$ cat config.mk
export PLATFORM = sky130hd
export DESIGN_NAME = gpio_hub
export DESIGN_NICKNAME = d
export VERILOG_FILES = /design/src/rtl/gpio_hub.sv
export SDC_FILE = /design/constraint.sdc
export NUM_CORES = 1
export LEC_CHECK = 0
export ABC_AREA = 1
export BUFFER_PORTS_ARGS = -buffer_cell sky130_fd_sc_hd__buf_2
export CORE_ASPECT_RATIO = 0.6
export CORE_MARGIN = 2
export CORE_UTILIZATION = 45
export CTS_CLUSTER_DIAMETER = 40
export DETAILED_ROUTE_END_ITERATION = 10
export HOLD_SLACK_MARGIN = 0.06
export MAX_ROUTING_LAYER = met4
export PLACE_DENSITY = 0.66
export REMOVE_ABC_BUFFERS = 1
export SYNTH_ARGS = -nofsm -noshare
export SYNTH_HDL_FRONTEND = slang
export SYNTH_SLANG_ARGS = --single-unit
$ cat constraint.sdc
create_clock -name clk -period 2.7 [get_ports clk]
set_input_delay 0.27 -clock clk [delete_from_list [all_inputs] [get_ports clk]]
set_output_delay 0.27 -clock clk [all_outputs]
set_load 0.01 [all_outputs]
$ cat src/rtl/gpio_hub.sv
// rtl/gpio_hub.sv - debounced push-button event hub with switch snapshot queue and LED register
//
// Optional feature: define GPIO_HUB_AUTOREPEAT_EN to make a held button
// re-emit an event at the end of every lockout period.
//
// Ports:
//   clk, rstn           clock (rising edge), synchronous active-low reset
//   btn_in[NBTN]        raw push buttons, active-high
//   sw_in[SW_W]         raw slide switches, snapshotted into each event
//   led_data/led_valid  LED write; led_ready high whenever out of reset
//   led_out             registered LED drive
//   ev_data/ev_btn      head event: switch snapshot and button index
//   ev_valid/ev_ready   event queue handshake, pop on valid && ready
//   ev_overflow/ov_clr  sticky drop flag and its clear
module gpio_hub #(
    parameter int NBTN       = 4,
    parameter int SW_W       = 8,
    parameter int LED_W      = 8,
    parameter int DEB_CYC    = 20000,
    parameter int LOCK_CYC   = 10000000,
    parameter int FIFO_DEPTH = 4,
    localparam int BTN_W     = (NBTN > 1) ? $clog2(NBTN) : 1
) (
    input  logic             clk,
    input  logic             rstn,
    input  logic [NBTN-1:0]  btn_in,
    input  logic [SW_W-1:0]  sw_in,
    input  logic [LED_W-1:0] led_data,
    input  logic             led_valid,
    output logic             led_ready,
    output logic [LED_W-1:0] led_out,
    output logic [SW_W-1:0]  ev_data,
    output logic [BTN_W-1:0] ev_btn,
    output logic             ev_valid,
    input  logic             ev_ready,
    output logic             ev_overflow,
    input  logic             ov_clr
);

    localparam int CNT_MAX = (DEB_CYC > LOCK_CYC) ? DEB_CYC : LOCK_CYC;
    localparam int CNT_W   = $clog2(CNT_MAX + 1);
    localparam int PTR_W   = $clog2(FIFO_DEPTH);
    localparam int OCC_W   = PTR_W + 1;
    localparam int ENT_W   = BTN_W + SW_W;

    typedef enum logic [1:0] {
        S_IDLE,
        S_DEBOUNCE,
        S_LOCKOUT
    } state_t;

    // Two-flop synchronisers; btn_prev is one more stage used only for edge detection.
    logic [NBTN-1:0] btn_meta, btn_s, btn_prev;
    logic [SW_W-1:0] sw_meta, sw_s;

    always_ff @(posedge clk) begin
        if (!rstn) begin
            btn_meta <= '0;
            btn_s    <= '0;
            btn_prev <= '0;
            sw_meta  <= '0;
            sw_s     <= '0;
        end else begin
            btn_meta <= btn_in;
            btn_s    <= btn_meta;
            btn_prev <= btn_s;
            sw_meta  <= sw_in;
            sw_s     <= sw_meta;
        end
    end

    // Per-button debounce / lockout FSMs.
    state_t           state_q [NBTN];
    state_t           state_d [NBTN];
    logic [CNT_W-1:0] cnt_q   [NBTN];
    logic [CNT_W-1:0] cnt_d   [NBTN];
    logic [NBTN-1:0]  qual;

    always_ff @(posedge clk) begin
        if (!rstn) begin
            for (int i = 0; i < NBTN; i++) begin
                state_q[i] <= S_IDLE;
                cnt_q[i]   <= '0;
            end
        end else begin
            for (int i = 0; i < NBTN; i++) begin
                state_q[i] <= state_d[i];
                cnt_q[i]   <= cnt_d[i];
            end
        end
    end

    always_comb begin
        for (int i = 0; i < NBTN; i++) begin
            state_d[i] = state_q[i];
            cnt_d[i]   = cnt_q[i];
            qual[i]    = 1'b0;
            case (state_q[i])
                S_IDLE: begin
                    if (btn_s[i] && !btn_prev[i]) begin
                        state_d[i] = S_DEBOUNCE;
                        cnt_d[i]   = CNT_W'(1);
                    end
                end
                S_DEBOUNCE: begin
                    if (!btn_s[i]) begin
                        state_d[i] = S_IDLE;
                        cnt_d[i]   = '0;
                    end else if (cnt_q[i] == CNT_W'(DEB_CYC)) begin
                        qual[i]    = 1'b1;
                        state_d[i] = S_LOCKOUT;
                        cnt_d[i]   = CNT_W'(1);
                    end else begin
                        cnt_d[i] = cnt_q[i] + CNT_W'(1);
                    end
                end
                S_LOCKOUT: begin
                    if (cnt_q[i] == CNT_W'(LOCK_CYC)) begin
`ifdef GPIO_HUB_AUTOREPEAT_EN
                        if (btn_s[i]) begin
                            qual[i]  = 1'b1;
                            cnt_d[i] = CNT_W'(1);
                        end else begin
                            state_d[i] = S_IDLE;
                            cnt_d[i]   = '0;
                        end
`else
                        state_d[i] = S_IDLE;
                        cnt_d[i]   = '0;
`endif
                    end else begin
                        cnt_d[i] = cnt_q[i] + CNT_W'(1);
                    end
                end
                default: begin
                    state_d[i] = S_IDLE;
                    cnt_d[i]   = '0;
                end
            endcase
        end
    end

    // Pending flags and fixed-priority arbiter: lowest index wins, one push per cycle.
    logic [NBTN-1:0]  pend_q;
    logic [NBTN-1:0]  sel_mask;
    logic [BTN_W-1:0] sel_idx;
    logic             push_req;

    always_comb begin
        sel_idx  = '0;
        push_req = |pend_q;
        for (int i = NBTN - 1; i >= 0; i--) begin
            if (pend_q[i]) begin
                sel_idx = BTN_W'(i);
            end
        end
        sel_mask = push_req ? (NBTN'(1) << sel_idx) : '0;
    end

    // A new qualification beats the clear of the same channel's flag.
    always_ff @(posedge clk) begin
        if (!rstn) begin
            pend_q <= '0;
        end else begin
            pend_q <= (pend_q & ~sel_mask) | qual;
        end
    end

    // Event queue. The arbitrated entry is consumed even when dropped.
    logic [ENT_W-1:0] mem [FIFO_DEPTH];
    logic [PTR_W-1:0] wr_ptr, rd_ptr;
    logic [OCC_W-1:0] count;
    logic             full, pop, wr_en, drop;

    assign ev_valid = (count != '0);
    assign full     = (count == OCC_W'(FIFO_DEPTH));
    assign pop      = ev_valid && ev_ready;
    assign wr_en    = push_req && (!full || pop);
    assign drop     = push_req && full && !pop;

    always_ff @(posedge clk) begin
        if (!rstn) begin
            for (int i = 0; i < FIFO_DEPTH; i++) begin
                mem[i] <= '0;
            end
            wr_ptr      <= '0;
            rd_ptr      <= '0;
            count       <= '0;
            ev_overflow <= 1'b0;
        end else begin
            if (wr_en) begin
                mem[wr_ptr] <= {sel_idx, sw_s};
                wr_ptr      <= wr_ptr + PTR_W'(1);
            end
            if (pop) begin
                rd_ptr <= rd_ptr + PTR_W'(1);
            end
            case ({wr_en, pop})
                2'b10:   count <= count + OCC_W'(1);
                2'b01:   count <= count - OCC_W'(1);
                default: count <= count;
            endcase
            if (drop) begin
                ev_overflow <= 1'b1;
            end else if (ov_clr) begin
                ev_overflow <= 1'b0;
            end
        end
    end

    assign {ev_btn, ev_data} = mem[rd_ptr];

    // LED register: always ready out of reset.
    assign led_ready = rstn;

    always_ff @(posedge clk) begin
        if (!rstn) begin
            led_out <= '0;
        end else if (led_valid) begin
            led_out <= led_data;
        end
    end

endmodule
==> results of run 1 <==
metrics by stage:
step	hold WS (ns)	util	worst slack, ns
after floorplan	0.363	-	0.571
after global placement	0.397	0.479	0.656
after detailed placement	0.399	0.479	0.618
after CTS	0.0750	0.513	0.602
after global routing	0.0962	0.513	0.401
final	0.0776	0.513	0.609
per-layer routing:
metal | up-vias | wire length (um) | global-route usage | share of wire
met5 | - | 0 | - | 0
met4 | 0 | 140 | 0.0459 | 0.0057
met3 | 14 | 1690 | 0.0447 | 0.069
met2 | 276 | 9270 | 0.292 | 0.38
met1 | 4106 | 13400 | 0.342 | 0.55
li1 | 4713 | - | - | -
power by group:
part | internal, mW | total (mW) | switching (mW)
clock network | 1.22 | 2.43 | 1.21
registers | 3.02 | 3.06 | 0.0393
logic | 0.173 | 0.523 | 0.350
placed cells by master, fill, tap and decap left out, drive strengths merged, types with 40 or more instances in the layout:
cell type and count:
a21oi 64, inv 251, dfxtp 154, buf 59
o21ai 69, edfxtp 40, nand3 97, nand4 55
nor2 269, nand2 298
layout make-up:
type | count | area, um^2
inverter | 244 | 916
sequential | 194 | 4280
clock inverter | 13 | 119
timing repair buffer | 78 | 520
multi-input combinational | 964 | 4600
fill | 2182 | 10700
clock buffer | 19 | 433
tap | 286 | 358
cell families (layout without fill, tap and decap cells):
group / count (synthesis) / count (layout) / share of synthesized area
fa+ha+maj: 10 / 10 / 0.0133
buf+inv: 278 / 354 / 0.108
flops: 194 / 194 / 0.430
xor+xnor: 20 / 20 / 0.0176
simple gates: 769 / 769 / 0.338
compound gates: 165 / 165 / 0.0925
sequential cells by signal (all words and copies together), names as in the netlist, named ones only:
register,cells
sw_s,8
wr_ptr,2
ev_overflow,1
led_out,8
pend_q,4
mem,40
btn_prev,4
sw_meta,8
cnt_q,96
state_q,8
count,3
btn_s,4
rd_ptr,2
btn_meta,4
critical path, cell delays in order, from the launching register on:
cell     delay [ns]
dfxtp_1        0.33
nor2_1         0.18
nand2_1        0.09
nand2_1        0.10
nand3_1        0.09
nand2_2        0.10
ha_1           0.15
inv_1          0.06
fa_1           0.37
a21oi_1        0.14
o21ai_0        0.12
o21ai_0        0.17
a21oi_1        0.06
cell usage after synthesis, types with 2 or more instances:
| cell | number |
|---|---|
| nand2_1 | 295 |
| nor2_1 | 256 |
| inv_1 | 239 |
| dfxtp_1 | 154 |
| nand3_1 | 92 |
| o21ai_0 | 66 |
| a21oi_1 | 62 |
| nand4_1 | 55 |
| edfxtp_1 | 40 |
| nor3_1 | 26 |
| clkbuf_1 | 20 |
| xor2_1 | 17 |
| nor2_2 | 13 |
| o211ai_1 | 10 |
| o22ai_1 | 10 |
| ha_1 | 9 |
| buf_2 | 8 |
| o21bai_1 | 6 |
| o2111ai_1 | 5 |
| or2_2 | 5 |
| inv_2 | 4 |
| nand3_2 | 4 |
| nand3b_1 | 4 |
| and3_1 | 3 |
| buf_4 | 3 |
| nand2_2 | 3 |
| nor3_4 | 3 |
| xnor2_1 | 3 |
| a21oi_2 | 2 |
| buf_6 | 2 |
| nor3_2 | 2 |
| nor4_1 | 2 |
final timing paths:
kind | from | to | slack [ns] | depth (start not counted)
worst max-delay path | count[0]$_SDFFE_PN0P_ | count[2]$_SDFFE_PN0P_ | 0.61 | 12
worst min-delay path | led_data[6] | led_out[6]$_SDFFE_PN0P_ | 0.08 | 3
worst max register to register | count[0]$_SDFFE_PN0P_ | count[2]$_SDFFE_PN0P_ | 0.61 | 12
worst min register to register | sw_meta[2]$_SDFF_PN0_ | sw_s[2]$_SDFF_PN0_ | 0.42 | 2
==> impl_metrics.toml, run 1 <==
[outcome]
status = "finished clean"

[sta]
maxSlewHeadroom = 0.592
period_minus_slack_ns = 2.09
skew_ns = 0.0103
hold_viol = 0
fin_crit_sh = 0.774
setup_viol = 0
finalSetupTns_ns = 0
max_freq_ghz = 0.478
rsz0062_at_grt = "no"
worst-slew-pin-transition_ns = 0.612
drv_slew = 0

[power_and_ir_drop]
peakVddDrop_mv = 0.471
power_density_mw_per_mm2 = 536
finalPower_mw = 6.02
leakage_nw = 4.88

[synthesis]
synth_top_cell_by_area = "dfxtp_1"
syn-mean-instance-area_um2 = 6.94
netlist-cell-type-count = 45
netlist_area_mm2 = 0.00997
synth-seq-cells = 194
yosysWarnings = 0
async_flop_share = 0
synth_edf_count = 40
synth_ff_type = "dfxtp_1"
syn_inst = 1436
yosys.area.top_type_share = 0.309
synth_area_leaders = "dfxtp_1 (31%), edfxtp_1 (12%), nand2_1 (11%), nor2_1 (9.6%), inv_1 (9.0%)"
ys_seq_area_frac = 0.430

[grt]
grt_max_degree = 43
grt_pass1_wl_um = 40300
grt_usage = 0.221
overflow = 0
grt_pass1_vias = 8189
antenna_found_initial = 0

[detailed_routing]
wl_per_cell_um = 13.6
viasPerCell = 5.07
first_iter_violations = 933
post-route-drc-count = 0
ant_nets = 0
vias = 9109
drt_pass1_iterations = 6
finalWirelength_um = 24500

[cells_and_area]
final_cell_area_mm2 = 0.0112
fin_nets = 1534
final_cells = 1798
diodes = 0
area_growth_pct = 12.7
layout-drive-gt1-share = 0.0860

[cts]
holdBufCountCts = 19
cts_num_sinks = 194
cts_resized = 0
clk_path_buf_depth = 2
clkLatencyLatePin_ns = 0.44
clkTransAtPathRegs_ns = 0.08
cts_buffers = 17
cts-root-buf = "clkbuf_16"
cts_setup_buffers = 0
cts_tree = "yes"
htreeDepth = 4

[floorplanning]
core_area_mm2 = 0.0219
die_h_um = 119
die_x_um = 196
io_pins = 46
initial_core_util = 0.455
fp-row-count = 42
die_area_mm2 = 0.0234

[setup_path]
end_kind = "register"
path_max_fanout = 5
required_ns = 3.02
worstSetupStartpointType = "register"
cp_data_arrival_time_ns = 2.41
crit_type = "reg -> reg"

[run]
drv_cap = 0

[placed_design]
dpl.cell_count = 1747
place_congestion = 0.945
dpl.hpwl_um = 17400
placed_area_mm2 = 0.0105
numPortBuffers = 45

[worst_hold_path]
min_path_type = "in -> reg"
No activity file was read; power rests on OpenSTA's default activity.
==> inputs of run 2 (changes only) <==
- clock period: 2.7 -> 1.99 ns (I/O delays scaled with it)
==> impl_metrics.toml, run 2 (same netlist as run 1, synthesis figures left out) <==
[placed_design]
place_congestion = 0.956
dpl.hpwl_um = 17600
dpl.cell_count = 1774
numPortBuffers = 45
place_ws_ns = 0.0233

[cts]
clkLatencyLatePin_ns = 0.44
cts_buffers = 17
clk_path_buf_depth = 2
cts-root-buf = "clkbuf_16"
cts_tree = "yes"
cts_num_sinks = 194
htreeDepth = 4
clkTransAtPathRegs_ns = 0.07

[cells_and_area]
fin_nets = 1565
layout-drive-gt1-share = 0.108
nFillCells = 2077
diodes = 0
final_common_cell = "nand2_1"
most-common-layout-cells = "nand2_1 (293), nor2_1 (254), inv_1 (238)"
final_cells = 1829
fin_util = 0.526
largestRegisters = "cnt_q x96, mem x40"
register_area_mm2 = 0.00429
multi_input_area_mm2 = 0.00463
area_growth_pct = 15.7
top_register = "cnt_q"
largest_register_ffs = 96

[setup_path]
slowest_delay_ns = 0.35
cp_num_cells = 12
crit_type = "reg -> reg"
path_cells = "nor2_2, nand2_1, nand2_2, nand3_1, nand2_2, ha_1, inv_1, fa_2, a21oi_1, o21ai_1, o21ai_1, a21oi_1"
crit_buf_inv = 1
required_ns = 2.31
end_kind = "register"
path_max_fanout = 3
cpMaxStageDelayCell = "fa_2"
reg2reg_depth = 12
cp_data_arrival_time_ns = 2.21
worstSetupStartpointType = "register"
path_delay_family = "adder cells"
r2r_slack_ns = 0.10

[power_and_ir_drop]
finalPower_mw = 8.37
power_density_mw_per_mm2 = 725
leakage_nw = 5.05
peakVddDrop_mv = 0.603

[floorplanning]
fp-row-count = 42
die_area_mm2 = 0.0234
initial_core_util = 0.455
die_x_um = 196
die_h_um = 119
core_area_mm2 = 0.0219
io_pins = 46

[detailed_routing]
post-route-drc-count = 0
drt_pass1_iterations = 5
wl_per_cell_um = 13.4
finalWirelength_um = 24400
vias = 9241
ant_nets = 0
first_iter_violations = 850
viasPerCell = 5.05

[sta]
maxSlewHeadroom = 0.610
hold_viol = 0
fin_crit_sh = 0.949
hold_ws_ns = 0.0860
max_freq_ghz = 0.529
drv_slew = 0
fin_ws_ns = 0.101
rsz0062_at_grt = "yes"
worst-slew-pin-transition_ns = 0.579
skew_ns = 0.0112
period_minus_slack_ns = 1.89
setup_viol = 0

[grt]
antenna_found_initial = 0
grt_pass1_wl_um = 41000
overflow = 0
grt_max_degree = 42
grt_usage = 0.223
grt_pass1_vias = 8155

[run]
drv_cap = 0

[worst_hold_path]
hold_path_depth = 4
min_path_type = "in -> reg"

[outcome]
status = "finished clean"
## run 2: cell count changes in the layout (fill, tap and decap cells not counted), sizes merged
cell	before	now
clkinv	2	5
bufinv	0	2
dlygate4sd3	19	21
clkinvlp	4	5
inv	251	247
buf	59	87
clkbuf	19	18
## run 2: cell type report
class,count,share of cell area
Clock buffer,18,0.0372
Clock inverter,14,0.0131
Inverter,244,0.0797
Multi-Input combinational cell,964,0.401
Sequential cell,194,0.372
Tap cell,286,0.0310
Timing Repair Buffer,108,0.0654
Timing Repair inverter,1,0.000651
## run 2: what timing repair did
action                                 CTS  global route
buffers inserted                         0             1
gates resized for setup                  0            14
hold buffers                            21             0
endpoints found under the hold margin   21             0
setup endpoints to repair                0            32
## run 2: per-stage QoR
stage                     instance area [um^2]  setup TNS (ns)
after floorplan                           9800           -1.60
after global placement                   10700               0
after detailed placement                 10700               0
after CTS                                11500               0
after global routing                     11500          -0.105
final                                    11500               0
## run 2: worst paths after layout
path | start | to
max | count[1]$_SDFFE_PN0P_ | count[2]$_SDFFE_PN0P_
min | ev_ready | ev_overflow$_SDFFE_PN0P_
max reg2reg | count[1]$_SDFFE_PN0P_ | count[2]$_SDFFE_PN0P_
min reg2reg | sw_meta[0]$_SDFF_PN0_ | sw_s[0]$_SDFF_PN0_
## run 2: worst register-to-register path, cell delays in order (launching register included)
cell and delay (ns):
dfxtp_1 0.33, nor2_2 0.13, nand2_1 0.10, nand2_2 0.09, nand3_1 0.08, nand2_2 0.08, ha_1 0.14, inv_1 0.07
fa_2 0.35, a21oi_1 0.15, o21ai_1 0.09, o21ai_1 0.12, a21oi_1 0.05
## run 2: power by group
part / total (mW) / leakage, nW / internal (mW) / switching, mW
clock network: 3.42 / 0.275 / 1.87 / 1.55
registers: 4.16 / 1.66 / 4.10 / 0.0568
logic: 0.789 / 3.11 / 0.292 / 0.497
## run 2: metal layers
| layer | track usage | share of wire | up-vias |
|---|---|---|---|
| met5 | - | 0 | - |
| met4 | 0.0478 | 0.0092 | 0 |
| met3 | 0.0521 | 0.079 | 22 |
| met2 | 0.287 | 0.38 | 316 |
| met1 | 0.347 | 0.53 | 4133 |
| li1 | - | - | 4770 |
